## src/rtl/serial_to_parallel_hs.sv

```systemverilog
// Bit-serial to parallel deserializer with a valid/ready output holding register,
// frame resync and a sticky overrun flag.
module serial_to_parallel_hs #(
  parameter int WIDTH     = 8,
  parameter bit LSB_FIRST = 1'b1
) (
  input  logic                       clk,
  input  logic                       rst,
  input  logic                       in,
  input  logic                       in_valid,
  input  logic                       sync,
  output logic [WIDTH-1:0]           out,
  output logic                       out_valid,
  input  logic                       out_ready,
  output logic [$clog2(WIDTH)-1:0]   bit_cnt,
  output logic                       overrun,
  input  logic                       clr_ovr
);

  localparam int CW = $clog2(WIDTH);
  localparam logic [CW-1:0] LAST_BIT = CW'(WIDTH - 1);

  logic [WIDTH-1:0] sreg;
  logic [WIDTH-1:0] base;
  logic [WIDTH-1:0] shifted;
  logic             last;
  logic             complete;
  logic             load;
  logic             drop;

  // sync discards the partial word, so a bit arriving with it shifts into a cleared register
  always_comb begin
    base     = sync ? '0 : sreg;
    shifted  = LSB_FIRST ? {in, base[WIDTH-1:1]} : {base[WIDTH-2:0], in};
    last     = (bit_cnt == LAST_BIT);
    complete = in_valid & ~sync & last;
    load     = complete & (~out_valid | out_ready);
    drop     = complete & out_valid & ~out_ready;
  end

  always_ff @(posedge clk) begin
    if (rst) begin
      sreg      <= '0;
      bit_cnt   <= '0;
      out       <= '0;
      out_valid <= 1'b0;
      overrun   <= 1'b0;
    end else begin
      if (in_valid)
        sreg <= shifted;
      else if (sync)
        sreg <= '0;

      if (sync)
        bit_cnt <= in_valid ? CW'(1) : '0;
      else if (in_valid)
        bit_cnt <= last ? '0 : bit_cnt + 1'b1;

      if (load) begin
        out       <= shifted;
        out_valid <= 1'b1;
      end else if (out_valid & out_ready) begin
        out_valid <= 1'b0;
      end

      // a fresh overrun takes priority over a clear in the same cycle
      if (drop)
        overrun <= 1'b1;
      else if (clr_ovr)
        overrun <= 1'b0;
    end
  end

endmodule
```

## config.mk

```make
export PLATFORM = sky130hd
export DESIGN_NAME = serial_to_parallel_hs
export DESIGN_NICKNAME = d
export VERILOG_FILES = /design/src/rtl/serial_to_parallel_hs.sv
export SDC_FILE = /design/constraint.sdc
export NUM_CORES = 1
export LEC_CHECK = 0
export BUFFER_PORTS_ARGS = -buffer_cell sky130_fd_sc_hd__buf_2
export CORE_ASPECT_RATIO = 0.8
export CORE_MARGIN = 2
export CORE_UTILIZATION = 44
export DETAILED_ROUTE_END_ITERATION = 12
export PLACE_DENSITY = 0.68
export SLEW_MARGIN = 20
export SYNTH_ARGS = -nofsm -noshare
export SYNTH_HDL_FRONTEND = slang
export SYNTH_SLANG_ARGS = --single-unit
```

## constraint.sdc

```tcl
create_clock -name clk -period 1.7 [get_ports clk]
set_clock_uncertainty 0.05 [all_clocks]
set_input_delay 0.085 -clock clk [delete_from_list [all_inputs] [get_ports clk]]
set_output_delay 0.085 -clock clk [all_outputs]
set_load 0.05 [all_outputs]
```

Word level (Yosys, flattened, before mapping)
Cells that the tools add are included.
- $add $sub $neg: 1
- equality and inequality tests: 1
- multiplexer cells: 10
- bitwise gates (word level): 10
- reductions and logical operators: 3
- operators with widths (kind ; number):
    two-way mux 8 bit ; 2
    two-way mux 3 bit ; 3
    AND 1 bit ; 6
    nonzero test 2 bit ; 3
    two-way mux 1 bit ; 5
    adder 3 x 1 -> 3 bit, second input constant ; 1
    equality test 3 bit, second input constant ; 1
    inverter 1 bit ; 3
    bitwise OR 1 bit ; 1
- register bits: 20
- bits of input ports: 7

Depth between registers and ports, before layout
- depth after elaboration: 6
- gate-level depth with buffers: 6
- mapped depth without buffers: 5

Least setup slack after synthesis
No wires, ideal clock.
- path kind: reg2reg
- from: register bit_cnt[0]
- to: register out[1]
- arrival time: 1.540 ns
- path slack: 0.039 ns
- stages on the path, launching flop included: 7
- buffers on the path: 1
- period minus slack after synthesis: 1.661 ns
- cells stage by stage: dfxtp_1 -> ha_1 -> ha_1 -> and3b_1 -> buf_4 -> nand4b_1 -> a21oi_1
- word-level cells in the longest chain between the ends: 3
- RTL lines (what ; line ; source):
    start, declared ; 15 ; output logic [$clog2(WIDTH)-1:0] bit_cnt,
    start signal, assigned ; 55 ; bit_cnt <= in_valid ? CW'(1) : '0;
    start signal, assigned ; 57 ; bit_cnt <= last ? '0 : bit_cnt + 1'b1;
    equality test 3 bit ; 35 ; last = (bit_cnt == LAST_BIT);
    AND 1 bit ; 36 ; complete = in_valid & ~sync & last;
    AND 1 bit ; 37 ; load = complete & (~out_valid | out_ready);
    end signal, assigned ; 60 ; out <= shifted;
    end, declared ; 12 ; output logic [WIDTH-1:0] out,
Every way passes these cells.
A chain may end at the register's enable or synchronous reset.

Worst setup path after layout
- from: register bit_cnt[0]
- to: register out[3]
The elaborated chain is that of the path after synthesis.

==> results <==
- The run finished with clean final reports.
- The multi-input combinational cells in the finished layout cover a total of 374 um2.
- The number of buffers inserted by hold repair at cts is 1.
- The area growth from synthesis to layout is 17.6%.
- The number of antenna diodes in the final layout is 0.
- Once the clock tree was built, the resizer swapped 0 gates to a different size.
- The layout cell share with drive strength beyond 1 is 23.3%.
- Synthesis instantiated 18 different standard cells from the library.
- The number of buffers on the longest clock path is 2.
- After layout, the worst setup slack is 0.218 ns.
- The initial antenna violation count is 0.
- Walking the worst path, the cells encountered are ha_1, ha_1, and3b_1, nand4b_1, a21oi_1.
- The die is 51.7 um wide.
- Counting every instance in the synthesized netlist gives 85.
- The total routing usage reported by global routing is 16.3%.
- The detailed router finished its first iteration with 11 violations.
- The largest fanout on the critical path is 9.
- The total setup violations reported at the end of the flow is 0.
- The starting density of the core is 47.9%.
- When the netlist entered floorplanning its net count stood at 94.
- The core occupancy in the finished layout is 56.3%.
- The area of all sequential standard cells is 400 um2.
- The cell that appears most often on the critical path is ha_1.
- Counting the buffers created by CTS gives 3.
- Setup repair after global routing left no endpoint under its margin.
- For this design the ratio of total power to cell area is 848 mW/mm2.
- The filler cell count is 160.
- After floorplanning, the core was divided into 13 placement rows.
- Summed over all cells, the static leakage comes to 0.000405 uW.
- The via-per-instance ratio is 5.42.
- At the end of the flow, the number of nets in the layout was 113.
- The arrival time at the worst endpoint is 1.67 ns.
- Detailed placement finished with a half-perimeter wire length of 1160 um.
- The highest clock rate is 675 MHz.
- The final number of max-transition violations is 0.
- The number of global-route vias before repair is 588.
- The detailed-route via count is 677.
- The register area share after synthesis is 49.9%.
- The post-route setup TNS is 0 ns.
- The total overflow left after global routing is 0.
- The TritonCTS clock tree is built.
- The number of buffers and inverters on the critical path is 0.
- The maximum resistive drop on vdd is 528 uV.
- The remaining antenna violation count after routing is 0.
- Entering global routing, the biggest net connects 15 pins.
- The first global-routing pass estimated 2630 um of wire.
- The endpoint required time on the critical path is 1.89 ns.
- For this run, design rule violations remaining after detail routing come to 0.
- The Yosys step of the flow raised 0 warnings.
- The area of the placeable core is 0.00168 mm2.
- The largest single stage delay on the critical path is 0.39 ns.
- Clock-pin slew was measured on the worst setup and hold paths at 0.11 ns.
- The placed instance area is 897 um2.
- The vertical die dimension is 42.2 um.
- The tool flagged a number of max-cap violations equal to 0.
- The portion of the clock cycle consumed by the worst path in the final layout is 87.2%.
- The nature of the critical path endpoint is a flop.
- STA classifies the critical path startpoint as a flop.
- The latest clock arrival within the worst-skew pair is 0.30 ns.
- Setup slack on the worst reg-to-reg path comes out at 0.22 ns.
- The floorplan step defined a die boundary enclosing 0.00218 mm2.
- For this design the top-level I/O count stands at 20.
- The largest individual stage delay along the critical path comes from the cell dfxtp_1.
- The final period demand of the worst path is 1.48 ns.
- The mean instance size in the synthesized netlist is 9.44 um2.
- Dividing the detail-routed wire length by the instance count gives 12.9 um.
- The number of hold violations in the final report is 0.
- The total number of clock tree sinks is 20.
- The cell family contributing the most delay on the critical path is simple AND/OR/NAND/NOR gates.
- The number of register bits inferred by synthesis is 20.
- The clock tree root driver cell is clkbuf_4.
- The H-tree depth reported by CTS is 1.
- The final layout contains routed wiring with a total length of 1610 um.
- The type of the worst setup path is flop to flop.
- For the pin with the worst max-slew slack, the measured transition is 0.572 ns.
- The worst min-delay path category is input port to flop.
- Before antenna repair, the detailed router went through 3 iterations.
- Routability-driven placement finished with a final weighted congestion of 0.777.
- Post-CTS timing repair inserted 0 buffers for setup.
- In this run the tool buffered the top-level ports with 19 buffer cells.
- The cell area after synthesis is 802 um2.
- Before CTS, the worst setup slack after placement is 0.213 ns.
- The post-layout instance area is 943 um2.
- The tightest slew margin relative to the limit is 61.8%.
==> tightest hold or removal path, cell delays in order <==
cell	delay, ns
buf_2	0.07
nor2b_1	0.04
a21oi_1	0.12
nor2_1	0.05
==> cells in the mapped netlist (all sizes together) <==
master  count  share of area (%)
o21ai       9                5.6
nor3b       1               0.94
a21oi      12                7.5
nor2       12                5.6
buf         2                1.6
nand3       1               0.62
nand3b      1               0.94
nor2b       2                1.6
or2         1               0.78
ha          2                3.1
nand2b      1               0.78
dfxtp      20                 50
nand4b      7                7.6
and3b       1                1.1
clkbuf      4                1.9
mux2i       8                 10
nand2       1               0.47
==> cell families after synthesis <==
family                   synth area share (%)
buffers and inverters                    3.43
AND/OR/NAND/NOR                          20.4
adder cells (fa/ha/maj)                  3.12
AO/OA/AOI/OAI                            13.1
flip-flops                               49.9
multiplexers                             9.98
==> layer usage <==
metal	wire [um]	part of all wire (%)	track usage (%)	up-vias
met1	760	47	21.4	321
li1	-	-	-	338
met3	95	5.9	6.79	2
met4	12	0.75	4.74	0
met5	0	0	0	-
met2	737	46	24.4	16
==> path summary, 6_finish.rpt <==
kind,cells past startpoint,from,end
min,4,clr_ovr,overrun
min reg2reg,2,out[7],out[7]
max reg2reg,5,bit_cnt[0],out[3]
max,5,bit_cnt[0],out[3]
==> metrics by stage <==
step	hold slack, ns	instances	power (uW)
2_1_floorplan	0.104	85	521
3_3_place_gp	0.283	120	535
3_5_place_dp	0.290	120	535
4_1_cts	0.0456	125	813
5_1_grt	0.0616	125	826
6_report	0.0514	125	800
==> state kept, by name (all words and copies together), names as in the netlist <==
| register | flops |
|---|---|
| out | 8 |
| sreg | 7 |
| bit_cnt | 3 |
| out_valid | 1 |
| overrun | 1 |
==> final cells by class <==
| cell class | instances | share of cell area, % |
|---|---|---|
| timing repair buffer | 20 | 11.1 |
| sequential | 20 | 42.4 |
| clock buffer | 4 | 3.85 |
| tap | 22 | 2.92 |
| multi-input combinational | 59 | 39.7 |
==> cell usage in the layout, fill, tap and decap left out <==
cell type and n:
or2_2 1, mux2i_1 8, o21ai_0 9, nand3b_1 1
dfxtp_1 20, dlygate4sd3_1 1, ha_1 2, a21oi_1 12
and3b_1 1, nand2_1 1, nand3_1 1, buf_2 19
nor3b_1 1, nand4b_1 7, nor2_1 12, nor2b_1 2
clkbuf_4 3, clkbuf_8 1, nand2b_1 1
==> power by group <==
group	internal, uW	total, uW	switching (uW)
combinational	20.1	51.3	31.2
clock	131	273	142
sequential	472	475	3.30
total	623	800	177
Power figures use the tool's default switching activity.
